===== src/rtl/pad_alsaqr_cfg_seq.sv =====
// pad_alsaqr_cfg_seq: glitch-safe per-pad OEN/PUEN/DRV/SLW/SMT configuration sequencer
module pad_alsaqr_cfg_seq #(
    parameter int NUM_PADS = 8,
    parameter int SETTLE_CYCLES = 4,
    localparam int IDXW = (NUM_PADS > 1) ? $clog2(NUM_PADS) : 1
) (
    input  logic                  clk_i,
    input  logic                  rst_i,
    input  logic                  cfg_valid_i,
    output logic                  cfg_ready_o,
    input  logic [IDXW-1:0]       cfg_idx_i,
    input  logic [5:0]            cfg_data_i,
    output logic                  cfg_done_o,
    output logic                  cfg_err_o,
    output logic [NUM_PADS-1:0]   pad_oen_o,
    output logic [NUM_PADS-1:0]   pad_puen_o,
    output logic [2*NUM_PADS-1:0] pad_drv_o,
    output logic [NUM_PADS-1:0]   pad_slw_o,
    output logic [NUM_PADS-1:0]   pad_smt_o
);
    localparam int CW = (SETTLE_CYCLES > 1) ? $clog2(SETTLE_CYCLES) : 1;
    localparam logic [CW-1:0] RELOAD = CW'(SETTLE_CYCLES - 1);
    typedef enum logic [1:0] {IDLE, TRI, APPLY} state_t;
    state_t state;
    logic [CW-1:0] cnt;
    logic [IDXW-1:0] idx;
    logic [5:0] data;
    logic in_range;
    assign cfg_ready_o = (state == IDLE) && !rst_i;
    assign in_range = 32'(cfg_idx_i) < NUM_PADS;
    // Electrical fields only move while the pad is tristated; OEN is restored last.
    always_ff @(posedge clk_i) begin
        if (rst_i) begin
            state      <= IDLE;
            cnt        <= '0;
            idx        <= '0;
            data       <= '0;
            cfg_done_o <= 1'b0;
            cfg_err_o  <= 1'b0;
            pad_oen_o  <= '1;
            pad_puen_o <= '0;
            pad_drv_o  <= '0;
            pad_slw_o  <= '0;
            pad_smt_o  <= '0;
        end else begin
            cfg_done_o <= 1'b0;
            cfg_err_o  <= 1'b0;
            case (state)
                IDLE: if (cfg_valid_i) begin
                    idx  <= cfg_idx_i;
                    data <= cfg_data_i;
                    cnt  <= RELOAD;
                    if (!in_range) cfg_err_o <= 1'b1;
                    else if (!pad_oen_o[cfg_idx_i]) begin
                        pad_oen_o[cfg_idx_i] <= 1'b1;
                        state                <= TRI;
                    end else begin
                        pad_puen_o[cfg_idx_i]       <= cfg_data_i[4];
                        pad_drv_o[2*cfg_idx_i +: 2] <= cfg_data_i[3:2];
                        pad_slw_o[cfg_idx_i]        <= cfg_data_i[1];
                        pad_smt_o[cfg_idx_i]        <= cfg_data_i[0];
                        state                       <= APPLY;
                    end
                end
                TRI: if (cnt == '0) begin
                    pad_puen_o[idx]       <= data[4];
                    pad_drv_o[2*idx +: 2] <= data[3:2];
                    pad_slw_o[idx]        <= data[1];
                    pad_smt_o[idx]        <= data[0];
                    cnt                   <= RELOAD;
                    state                 <= APPLY;
                end else cnt <= cnt - CW'(1);
                APPLY: if (cnt == '0) begin
                    pad_oen_o[idx] <= data[5];
                    cfg_done_o     <= 1'b1;
                    state          <= IDLE;
                end else cnt <= cnt - CW'(1);
                default: state <= IDLE;
            endcase
        end
    end
endmodule


===== config.mk =====
export PLATFORM = sky130hd
export DESIGN_NAME = pad_alsaqr_cfg_seq
export DESIGN_NICKNAME = d
export VERILOG_FILES = /design/src/rtl/pad_alsaqr_cfg_seq.sv
export SDC_FILE = /design/constraint.sdc
export NUM_CORES = 1
export LEC_CHECK = 0
export ABC_CLOCK_PERIOD_IN_PS = 2900
export BUFFER_PORTS_ARGS = -buffer_cell sky130_fd_sc_hd__buf_2
export CORE_ASPECT_RATIO = 0.5
export CORE_MARGIN = 4
export CORE_UTILIZATION = 40
export CTS_CLUSTER_SIZE = 16
export DETAILED_ROUTE_END_ITERATION = 16
export GPL_ROUTABILITY_DRIVEN = 0
export SETUP_SLACK_MARGIN = 0.4
export SLEW_MARGIN = 20
export SYNTH_ARGS = -nofsm -noshare
export SYNTH_HDL_FRONTEND = slang
export SYNTH_SLANG_ARGS = --single-unit
export TNS_END_PERCENT = 5

===== constraint.sdc =====
create_clock -name clk_i -period 2.9 [get_ports clk_i]
set_input_delay 0 -clock clk_i [delete_from_list [all_inputs] [get_ports clk_i]]
set_output_delay 0 -clock clk_i [all_outputs]
set_load 0.005 [all_outputs]

# Word-level counts from Yosys, hierarchy flattened
# Cells that the tools add are included.
# W data, S select, Z words.
dict set report word_totals {
  regBits 62
  inputBits 12
  output_inout_bits 51
  word_cells 91
}
dict set report op_classes {
  addsub 3
  magnitude_cmp 4
  eq_ne 8
  n_shift 4
  muxes 45
  bitwise_logic 2
  reduce_logical 15
}
# cell count
set op_table {}
lappend op_table {{$mux W8} 12}
lappend op_table {{$neg A4 Y34} 2}
lappend op_table {{$shift A2 B34 Y16 const A} 2}
lappend op_table {{$shiftx A2 B34 Y16} 2}
lappend op_table {{$pmux W8 S2} 4}
lappend op_table {{$bwmux W8} 7}
lappend op_table {{$mux W16} 3}
lappend op_table {{$bwmux W16} 2}
lappend op_table {{$pmux W16 S2} 1}
lappend op_table {{$mux W2} 7}
lappend op_table {{$pmux W2 S3} 2}
lappend op_table {{$ne A2 B2 Y1 const B} 5}
lappend op_table {{$lt A3 B4 Y1 const B} 2}
lappend op_table {{$or A8 B8 Y8} 1}
lappend op_table {{$reduce_and A4 Y1} 2}
lappend op_table {{$demux W1 S3} 2}
lappend op_table {{$ge A3 B1 Y1 const B} 2}
lappend op_table {{$reduce_and A3 Y1} 2}
lappend op_table {{$logic_not A2 Y1} 2}
lappend op_table {{$mux W1} 4}
lappend op_table {{$reduce_bool A2 Y1} 2}
lappend op_table {{$bmux W1 S3} 1}
lappend op_table {{$logic_and A1 B1 Y1} 3}
lappend op_table {{$reduce_bool A3 Y1} 1}
lappend op_table {{other kinds (8)} 8}

# Longest topological paths before layout
dict set report depth {
  word_depth 8
  ltp_mapped 10
  ltp_nobuf 8
}

# Least setup slack after synthesis
# Ideal clock, no wire load.
dict set report synth_path {
  path_kind {reg-to-reg}
  from {register idx[0]}
  to {register pad_drv_o[4]}
  setup_time_ps 72
  t_arrival_ps 2407
  required_time_ps 2828
  setup_slack_ps 421
  stages_incl_launch_ff 11
  path_buffers 2
  synth_period_minus_slack_ps 2479
  path_cell_list {dfxtp_1 > buf_6 > clkbuf_1 > inv_1 > ha_1 > ha_1 > o31a_1 > nor2b_1 > nor2_1 > or3_1 > a21oi_1}
}
dict set report synth_between {
  elab_chain_len 5
  word_cells_on_any_way 6
  classes_between {add/sub: 1; shift: 2; mux: 3}
}
# element line
set synth_rtl {}
lappend synth_rtl {{start: declaration} 26} ;# logic [IDXW-1:0] idx;
lappend synth_rtl {{start signal: assignment} 50} ;# idx <= cfg_idx_i;
lappend synth_rtl {{$neg A4 Y34 (*)} 67} ;# pad_drv_o[2*idx +: 2] <= data[3:2];
lappend synth_rtl {{$shiftx A2 B34 Y16 or $shift A2 B34 Y16 (tied branches)} 67}
lappend synth_rtl {{$bwmux W16 (*)} 67}
lappend synth_rtl {{$mux W16 (*)} 65} ;# TRI: if (cnt == '0) begin
lappend synth_rtl {{$pmux W16 S2 (*)} 48} ;# case (state)
lappend synth_rtl {{end signal: indexed assignment} 59} ;# pad_drv_o[2*cfg_idx_i +: 2] <= cfg_data_i[3:2];
lappend synth_rtl {{end signal: indexed assignment} 67}
lappend synth_rtl {{end: declaration} 17} ;# output logic [2*NUM_PADS-1:0] pad_drv_o,
# Every way passes the cells marked *; elsewhere a longest branch is shown, timed or not. The select of a mux whose other input is x is not followed.
# A chain may end at the register's enable or synchronous reset.

# Worst setup path after layout
dict set report layout_path {
  from {register idx[0]}
  to {register pad_drv_o[5]}
}
# The elaborated chain is that of the path after synthesis.

==> flow_metrics.py <==
metrics = {
    "sta": {
        "setup-tns-final_ps": 0,
        "slew_viol_final": 0,
        "worstMarginPinSlew_ps": 837,
        "layout_min_cycle_time_ps": 2320,
        "period_share_pct": 80.0,
        "setup_viol": 0,
        "relSlewSlack_pct": 43.8,
        "timing.fmax_mhz": 431,
        "clock_skew_ps": 10.5,
        "rsz0062_at_grt": "no",
        "hold_violations": 0,
    },
    "route": {
        "first_pass_iters": 5,
        "wl_um": 11300,
        "viasPerCell": 5.86,
        "drc": 0,
        "vias": 3932,
        "drt.antenna.violating_nets": 0,
        "first_iter_violations": 459,
        "routedWlPerCell_um": 16.9,
    },
    "logic_synthesis": {
        "synth_most_common_cell": "dfxtp_1",
        "syn_nets": 511,
        "synthCells": 482,
        "synth_area_leaders": "dfxtp_1 32%, a21oi_1 7.1%, ha_1 5.5%",
        "yosys.area.top_type": "dfxtp_1",
        "synth.distinct_cells": 55,
        "synth_edf_count": 0,
        "syn_area_per_cell_um2": 8.02,
        "yosys_warnings": 0,
        "syn_area_um2": 3860,
        "synth-seq-cells": 62,
        "ys.flop_type": "dfxtp_1",
        "synth_top_area_share_pct": 32.1,
        "async_flop_share_pct": 0,
        "ys_seq_area_share_pct": 32.1,
        "synth_common_cells": "62 x dfxtp_1, 55 x a21oi_1, 37 x nand2_1",
    },
    "worst_hold_path": {
        "hold_class": "input port to flop",
    },
    "cts": {
        "clk_pin_slew_worst_paths_ps": 50,
        "cts.path.max_buffers": 2,
        "clock_latency_ps": 340,
        "cts_root_buf": "clkbuf_16",
        "cts.sinks": 62,
        "post_cts_buffers": 0,
        "cts.htree.levels": 3,
        "numCtsBuffers": 9,
        "cts_tree": "yes",
    },
    "worst_setup_path": {
        "cp.required_ps": 3170,
        "r2r_setup_slack_ps": 580,
        "cp.arrival_ps": 2590,
        "cp-start-kind": "flop",
        "worst_path_max_delay_cell": "ha_1",
        "slowest_delay_ps": 470,
        "worst-setup-path-type": "flop to flop",
        "cp_common_cell": "ha_1",
        "crit_path_max_fanout": 8,
        "cp_cell_sequence": "inv_1 -> ha_1 -> ha_1 -> o31a_1 -> nor2b_1 -> nor2_1 -> or3_1 -> a21oi_1",
        "endpoint_kind": "flop",
    },
    "power": {
        "peakVddDrop_v": 0.000342,
        "p_per_area_nw_per_um2": 753,
        "p_leak_nw": 1.80,
        "totalPowerFinal_mw": 3.50,
    },
    "layout": {
        "area_growth_pct": 20.2,
        "nNetsFinal": 560,
        "diodes": 0,
        "regArea_um2": 1240,
        "multi_input_area_um2": 2390,
        "drive_gt1_share_pct": 18.5,
        "n_fill_cell": 941,
    },
    "status": {
        "status": "finished, final reports clean",
    },
    "global_route": {
        "grt-ovfl-total": 0,
        "grt_pass1_wl_um": 19100,
        "grt_max_degree": 45,
        "grt_usage_pct": 20.4,
        "antenna_found_initial": 0,
        "grt_pass1_vias": 3698,
    },
    "floorplan": {
        "start_util_pct": 41.0,
        "ioPinCount": 63,
        "rows": 25,
        "die_x_um": 147,
        "die_h_um": 77.5,
        "core_area_um2": 9420,
        "die-area_um2": 11400,
    },
    "placed_design": {
        "io_buffers": 61,
        "hpwlAfterDp_um": 7860,
    },
    "flow_run": {
        "drv_cap": 0,
    },
}
## metrics by stage
| step | cells | area (um^2) | hold slack, ps | util, % | worst slack (ps) |
|---|---|---|---|---|---|
| detailed placement | 652 | 4280 | 266 | 45.4 | 610 |
| finish | 671 | 4640 | 18.7 | 49.3 | 579 |
| global placement | 652 | 4280 | 266 | 45.4 | 649 |
| global route | 671 | 4640 | 19.3 | 49.3 | 403 |
| floorplan | 482 | 3860 | 148 | - | 421 |
| CTS | 671 | 4640 | 4.85 | 49.3 | 588 |
## kinds of logic after synthesis
kind of cell | share of synthesized area [%]
flip-flops | 32.1
AO/OA/AOI/OAI | 34.9
other | 0.0971
adder cells (fa/ha/maj) | 5.51
AND/OR/NAND/NOR | 20.3
multiplexers | 1.04
buffers and inverters | 6.06
## path summary, 6_finish.rpt
path / to / from / cells past startpoint
worst max register to register: pad_drv_o[5] / idx[0] / 8
worst min-delay path: data[4] / cfg_data_i[4] / 3
worst min register to register: pad_smt_o[6] / pad_smt_o[6] / 1
worst max-delay path: pad_drv_o[5] / idx[0] / 8
## layer usage
layer	part of all wire [%]	global-route usage (%)	up-vias	wire [um]
met5	0	0	-	0
met4	1.1	5.39	0	125
met3	6.0	6.13	14	678
met2	42	30.0	119	4760
met1	51	28.9	1875	5760
li1	-	-	1924	-
## area by class of cell
| class | count | area share, % |
|---|---|---|
| Timing Repair Buffer | 76 | 9.70 |
| Inverter | 15 | 1.21 |
| Clock buffer | 10 | 4.93 |
| Tap cell | 135 | 3.64 |
| Clock inverter | 6 | 2.37 |
| Multi-Input combinational cell | 367 | 51.4 |
| Sequential cell | 62 | 26.7 |
## repair_timing
item | 4_1_cts | 5_1_grt
hold endpoints to repair | 3 | 0
hold buffers | 3 | 0
gates resized for setup | 0 | 0
## report_power, final
group / leakage [nW] / switching, mW / internal, mW / total (mW)
sequential: 0.504 / 0.0897 / 0.951 / 1.04
clock: 0.159 / 0.403 / 0.837 / 1.24
combinational: 1.14 / 0.775 / 0.442 / 1.22
## critical path, delay by kind of cell, from the launching register on
| family | cells | cell delay [ps] |
|---|---|---|
| AOI/OAI and AO/OA | 2 | 430 |
| DFF | 1 | 330 |
| buffers and inverters | 1 | 80 |
| and+or+nand+nor | 3 | 720 |
| adders and majority gates | 2 | 700 |
## layout by cell type, fill, tap and decap left out, drive strengths merged, types with 4 or more instances in the layout
cell	Yosys	layout
nand3	24	24
o21bai	7	7
or3	12	12
o31ai	9	9
nand2b	5	5
a211o	10	10
nor2b	9	9
a32oi	4	4
nand2	37	37
o22ai	24	24
a21oi	55	55
nand4	7	7
nor2	19	19
dfxtp	62	62
a22oi	8	8
o21ai	32	32
buf	19	73
and3	5	5
a31oi	12	12
ha	17	17
mux2i	4	4
o311a	7	7
nor3	6	6
o21a	19	19
inv	15	15
clkbuf	19	10
## registers in the layout (all words and copies together), names as in the netlist
signal      flops
pad_oen_o       8
pad_drv_o      16
pad_puen_o      8
idx             3
data            6
pad_smt_o       8
cnt             2
cfg_done_o      1
pad_slw_o       8
state           2
(Power assumes the default switching activity.)
